--- src/rtl/clk_div_pkg.sv ---
// ---------------------------------------------------------------------------
// clk_div_pkg
//   Shared types and constants for the run-time clock divider controller.
//   - state_t : controller FSM states
//   - MIN_DIV : smallest divide ratio the divider can produce
// ---------------------------------------------------------------------------
package clk_div_pkg;

    typedef enum logic [2:0] {
        IDLE  = 3'd0,   // stopped, clk_out low, counter cleared
        RUN   = 3'd1,   // free-running divide-by-N
        STOP  = 3'd2,   // finishing the current period before going idle
        DRAIN = 3'd3,   // finishing the current period before a ratio change
        GATE  = 3'd4,   // clk_out held low between old and new ratio
        LOAD  = 3'd5    // new ratio copied into the divider
    } state_t;

    localparam int unsigned MIN_DIV = 2;

endpackage

--- src/rtl/clk_div_core.sv ---
// ---------------------------------------------------------------------------
// clk_div_core
//   Period counter of the divider. Counts 0..div-1 and wraps, and produces
//   the next-cycle duty decision so the controller can register clk_out in
//   the same edge that updates the counter.
//
// Ports
//   clk          in   1      rising-edge clock
//   reset_n      in   1      asynchronous active-low reset (cnt -> 0)
//   div          in   DIV_W  current divide ratio (>= 2 whenever adv is set)
//   adv          in   1      advance the counter this cycle
//   clr          in   1      force the counter to 0 this cycle (wins over adv)
//   clk_out_nxt  out  1      value clk_out should take at the coming edge
//   term         out  1      counter is on the last cycle of the period
// ---------------------------------------------------------------------------
module clk_div_core
    import clk_div_pkg::*;
#(
    parameter int unsigned DIV_W = 8
) (
    input  logic             clk,
    input  logic             reset_n,
    input  logic [DIV_W-1:0] div,
    input  logic             adv,
    input  logic             clr,
    output logic             clk_out_nxt,
    output logic             term
);

    localparam logic [DIV_W-1:0] ONE = DIV_W'(1);

    logic [DIV_W-1:0] cnt;
    logic [DIV_W-1:0] cnt_nxt;

    // ceil(n/2), one bit wider so n = 2^DIV_W-1 does not overflow.
    function automatic logic [DIV_W:0] half_up(input logic [DIV_W-1:0] n);
        return ({1'b0, n} + {{DIV_W{1'b0}}, 1'b1}) >> 1;
    endfunction

    assign term = (cnt == div - ONE);

    always_comb begin
        cnt_nxt = cnt;
        if (clr) begin
            cnt_nxt = '0;
        end else if (adv) begin
            cnt_nxt = term ? '0 : cnt + ONE;
        end
    end

    // High for the first ceil(N/2) counts: 50% for even N, one extra
    // high cycle for odd N.
    assign clk_out_nxt = ({1'b0, cnt_nxt} < half_up(div));

    always_ff @(posedge clk or negedge reset_n) begin
        if (!reset_n) begin
            cnt <= '0;
        end else begin
            cnt <= cnt_nxt;
        end
    end

endmodule

--- src/rtl/clk_div_ctrl.sv ---
// ---------------------------------------------------------------------------
// clk_div_ctrl
//   Run-time controller for the divide-by-N clock generator. Ratio changes
//   arrive on a valid/ready port and are applied glitch-free: the current
//   period is drained, clk_out is gated low for GATE_CYCLES cycles, the new
//   ratio is loaded and the divider restarts at the top of a period.
//
// Parameters
//   DIV_W        width of the divide ratio
//   DEFAULT_DIV  ratio loaded at reset (>= 2)
//   GATE_CYCLES  cycles clk_out is held low between old and new ratio (>= 1)
//
// Ports
//   clk          in   1      rising-edge clock
//   reset_n      in   1      asynchronous active-low reset
//   en           in   1      run the divider; 0 stops at the period boundary
//   cfg_valid    in   1      new ratio request
//   cfg_div      in   DIV_W  requested ratio; legal range 2..2^DIV_W-1
//   cfg_ready    out  1      request accepted on cfg_valid & cfg_ready
//   cfg_err      out  1      one-cycle pulse after an illegal ratio was taken
//   clk_out      out  1      registered divided clock
//   tick         out  1      last cycle of each RUN period
//   busy         out  1      a ratio change is in progress
// ---------------------------------------------------------------------------
module clk_div_ctrl
    import clk_div_pkg::*;
#(
    parameter int unsigned DIV_W       = 8,
    parameter int unsigned DEFAULT_DIV = 4,
    parameter int unsigned GATE_CYCLES = 2
) (
    input  logic             clk,
    input  logic             reset_n,
    input  logic             en,
    input  logic             cfg_valid,
    input  logic [DIV_W-1:0] cfg_div,
    output logic             cfg_ready,
    output logic             cfg_err,
    output logic             clk_out,
    output logic             tick,
    output logic             busy
);

    localparam int unsigned      GATE_W    = (GATE_CYCLES > 1) ? $clog2(GATE_CYCLES) : 1;
    localparam logic [GATE_W-1:0] GATE_LAST = GATE_W'(GATE_CYCLES - 1);

    state_t            state;
    logic [DIV_W-1:0]  div_q;
    logic [DIV_W-1:0]  pend_q;
    logic [GATE_W-1:0] gate_cnt;

    logic cfg_fire;
    logic cfg_legal;
    logic adv;
    logic clr;
    logic clk_out_nxt;
    logic term;

    // Handshake is decoded straight from the state register so it is
    // already valid (ready=1) while reset is held.
    assign cfg_ready = (state == IDLE) || (state == RUN);
    assign cfg_fire  = cfg_valid && cfg_ready;
    assign cfg_legal = (cfg_div >= DIV_W'(MIN_DIV));

    assign busy = (state == DRAIN) || (state == GATE) || (state == LOAD);
    assign tick = (state == RUN) && term;

    // The counter runs only while a period is being produced. IDLE and LOAD
    // pin it at 0 so every restart begins with a full high phase; GATE just
    // holds the 0 left behind by the drained period's wrap.
    assign adv = (state == RUN) || (state == STOP) || (state == DRAIN);
    assign clr = (state == IDLE) || (state == LOAD);

    clk_div_core #(
        .DIV_W (DIV_W)
    ) u_core (
        .clk         (clk),
        .reset_n     (reset_n),
        .div         (div_q),
        .adv         (adv),
        .clr         (clr),
        .clk_out_nxt (clk_out_nxt),
        .term        (term)
    );

    always_ff @(posedge clk or negedge reset_n) begin
        if (!reset_n) begin
            state    <= IDLE;
            div_q    <= DIV_W'(DEFAULT_DIV);
            pend_q   <= '0;
            gate_cnt <= '0;
            clk_out  <= 1'b0;
            cfg_err  <= 1'b0;
        end else begin
            // Illegal ratios still complete the handshake; they only flag.
            cfg_err <= cfg_fire && !cfg_legal;

            case (state)
                IDLE: begin
                    // No output is running, so a new ratio can be taken
                    // directly without the drain/gate sequence.
                    if (cfg_fire && cfg_legal) begin
                        div_q <= cfg_div;
                    end
                    if (en) begin
                        state   <= RUN;
                        clk_out <= clk_out_nxt;
                    end else begin
                        clk_out <= 1'b0;
                    end
                end

                RUN: begin
                    clk_out <= clk_out_nxt;
                    if (cfg_fire && cfg_legal) begin
                        pend_q <= cfg_div;
                        state  <= DRAIN;
                    end else if (!en) begin
                        state <= STOP;
                    end
                end

                STOP: begin
                    // Ending on the terminal count means the last phase
                    // emitted was a full low phase: no runt pulse.
                    if (term) begin
                        state   <= IDLE;
                        clk_out <= 1'b0;
                    end else begin
                        clk_out <= clk_out_nxt;
                    end
                end

                DRAIN: begin
                    if (term) begin
                        state    <= GATE;
                        gate_cnt <= '0;
                        clk_out  <= 1'b0;
                    end else begin
                        clk_out <= clk_out_nxt;
                    end
                end

                GATE: begin
                    clk_out <= 1'b0;
                    if (gate_cnt == GATE_LAST) begin
                        state <= LOAD;
                    end else begin
                        gate_cnt <= gate_cnt + GATE_W'(1);
                    end
                end

                LOAD: begin
                    // en is only looked at here during a change, so a stop
                    // requested mid-change takes effect once the new ratio
                    // is in place.
                    div_q <= pend_q;
                    if (en) begin
                        state   <= RUN;
                        clk_out <= clk_out_nxt;
                    end else begin
                        state   <= IDLE;
                        clk_out <= 1'b0;
                    end
                end

                default: begin
                    state   <= IDLE;
                    clk_out <= 1'b0;
                end
            endcase
        end
    end

endmodule

--- config.mk ---
export PLATFORM = sky130hd
export DESIGN_NAME = clk_div_ctrl
export DESIGN_NICKNAME = d
export VERILOG_FILES = /design/src/rtl/clk_div_pkg.sv /design/src/rtl/clk_div_core.sv /design/src/rtl/clk_div_ctrl.sv
export SDC_FILE = /design/constraint.sdc
export NUM_CORES = 1
export LEC_CHECK = 0
export CORE_ASPECT_RATIO = 1.2
export CORE_UTILIZATION = 45
export DETAILED_ROUTE_END_ITERATION = 8
export PLACE_DENSITY = 0.73
export SETUP_SLACK_MARGIN = 0.5
export SLEW_MARGIN = 40
export SYNTH_ARGS = -nofsm -noshare
export SYNTH_HDL_FRONTEND = slang
export SYNTH_SLANG_ARGS = --single-unit
--- constraint.sdc ---
create_clock -name clk -period 6.23 [get_ports clk]
set_input_delay 0.623 -clock clk [delete_from_list [all_inputs] [get_ports clk]]
set_output_delay 0.623 -clock clk [all_outputs]
set_load 0.05 [all_outputs]
==> flow_summary.yaml <==
route:
  first_iter_violations: 52
  wl_um: 3950
  drc: 0
  wl_per_cell_um: 13.9
  ant_nets: 0
  first_pass_iters: 4
  viasPerCell: 5.53
  dr_total_vias: 1571
finish:
  layout_commonest_cell: "dfrtp_1"
  n_fill_cell: 400
  final_nets: 249
  area_delta_synth_final_pct: 13.6
  layoutNonFillerInstCount: 284
  diodes: 0
  final_cell_mix: "dfrtp_1, nand2_1, nor2_1"
  layout-drive-gt1-share_pct: 11.0
clock_tree:
  cts_tree: "done"
  insertion_delay_ps: 280
  htreeDepth: 2
  max-clock-path-buffers: 2
  ctsResizeCount: 0
  ctsHoldBuffers: 0
  path_clk_slew_ps: 60
  numClockSinks: 30
  cts_root_buf: "clkbuf_8"
  cts_setup_buffers: 0
  numCtsBuffers: 5
synth:
  ys.flop_type: "dfrtp_1"
  avgSynthCellArea_um2: 9.25
  synthTopCellsByArea: "dfrtp_1, ha_1, xor2_1, mux2i_1, o21ai_0"
  async_flop_share_pct: 100
  synth_top_area_cell: "dfrtp_1"
  synth_top_area_share_pct: 36.5
  synth_area_um2: 1990
  synth_seq_area_share_pct: 37.8
  yosysWarningCount: 0
  synth_enable_flop_cells: 0
  syn_nets: 237
  syn_inst: 215
  ys_types: 45
  ys_seq_elements: 30
power_and_ir_drop:
  vdd_drop_max_v: 0.000205
  p_leak_nw: 1.02
  design_power_total_w: 0.00102
  power_density_nw_per_um2: 451
sta:
  tns_ps: 0
  hold_viol_final: 0
  fin_crit_ps: 3810
  timing.fmax_mhz: 263
  setup_slack_ps: 2420
  finalCritPeriodShare_pct: 61.1
  rsz0062_at_grt: "false"
  max_slew_margin_pct: 54.1
  finalSetupViolations: 0
  skew_ps: 6.97
  slew_violations: 0
  max_slew.worst_pin.slew_ps: 685
hold_path:
  hp-class: "flop to flop"
run:
  drv_cap: 0
setup_path:
  critical_path_arrival_ps: 3180
  end_kind: "primary output"
  crit_type: "flop to primary output"
  path_max_fanout: 10
  required_ps: 5610
  critPathLaunchType: "flop"
global_routing:
  grt_max_degree: 31
  antenna_found_initial: 0
  grt_pass1_wl_um: 6740
  grt_pass1_vias: 1448
  grt-ovfl-total: 0
  grt_use_total_pct: 18.8
placement:
  port_buffers: 16
  placed_cells: 276
  dpl.hpwl_um: 3020
  routabilityCongestion: 0.834
  dp_slack_ps: 2590
floorplanning:
  design.core.area_um2: 4260
  fp.dieH_um: 74.8
  io_pins: 17
  dieWidth_um: 62.7
  rows: 26
  dieArea_um2: 4690
  start_util_pct: 46.7
outcome:
  outcome: "finished, final reports clean"
[critical path, cell delays in order (launching register included)]
cell	delay, ps
dfrtp_1	470
or4_4	570
or4b_1	540
a21oi_2	190
o211ai_4	160
nor2_1	150
clkdlybuf4s50_1	810
[stage by stage]
step | utilization, % | hold WS, ps | area [um2]
final | 53.0 | 507 | 2260
after global routing | 53.0 | 524 | 2260
after CTS | 53.0 | 509 | 2260
after detailed placement | 50.9 | 495 | 2170
after global placement | 50.9 | 486 | 2170
after floorplan | - | 327 | 1990
[routing by layer]
metal  global-route usage (%)  part of all wire, %  vias up
met3                     4.09                  2.9        6
met1                     23.4                   44      751
met4                     6.98                  1.4        0
li1                         -                    -      789
met5                        0                    0        -
met2                     32.6                   52       25
[where the power goes]
| part | total (W) | switching, W | internal, W |
|---|---|---|---|
| clock network | 0.000160 | 0.0000713 | 0.0000889 |
| registers | 0.000378 | 0.000109 | 0.000269 |
| logic | 0.000481 | 0.000257 | 0.000223 |
| total | 0.00102 | 0.000438 | 0.000581 |
[state kept, by name (all words and copies together) (netlist names)]
name        count
u_core.cnt      8
cfg_err         1
div_q           8
gate_cnt        1
clk_out         1
state           3
pend_q          8
[path summary, 6_finish.rpt]
| path | from | end | slack [ps] | cells after the start |
|---|---|---|---|---|
| max in group asynchronous | reset_n | div_q[2] | 5190 | 2 |
| hold / removal | pend_q[4] | pend_q[4] | 510 | 1 |
| min in group asynchronous | reset_n | u_core.cnt[2] | 720 | 2 |
| hold reg to reg | pend_q[4] | pend_q[4] | 510 | 1 |
| setup reg to reg | div_q[0] | clk_out | 2620 | 12 |
| setup / recovery | div_q[0] | tick | 2420 | 6 |
[cells in the mapped netlist, types with 3 or more instances]
cell type / count
dfrtp_1: 29
nand2_1: 21
nor2_1: 20
o21ai_0: 18
xor2_1: 12
ha_1: 10
a21oi_1: 9
mux2i_1: 9
nand3_1: 9
mux2_2: 8
clkbuf_1: 7
inv_1: 7
nand4_1: 6
xnor2_1: 6
and3_1: 4
a21o_1: 3
buf_2: 3
nor3_1: 3
nor4_1: 3
[area by class of cell]
type / instances / area [um2] / area share [%]
Tap cell: 56 / 70.1 / 3.10
Inverter: 7 / 26.3 / 1.16
Multi-Input combinational cell: 166 / 1150 / 51.0
Timing Repair Buffer: 17 / 168 / 7.42
Clock buffer: 7 / 86.3 / 3.82
Sequential cell: 30 / 752 / 33.3
Clock inverter: 1 / 5.00 / 0.221
[logic make-up after synthesis]
kind of cell	synth area share [%]
AO/OA/AOI/OAI	15.8
XOR/XNOR	7.92
adder cells (fa/ha/maj)	6.79
buffers and inverters	4.34
flip-flops	37.8
multiplexers	9.06
AND/OR/NAND/NOR	18.2
Note: power is estimated with default switching activity, not from simulation.
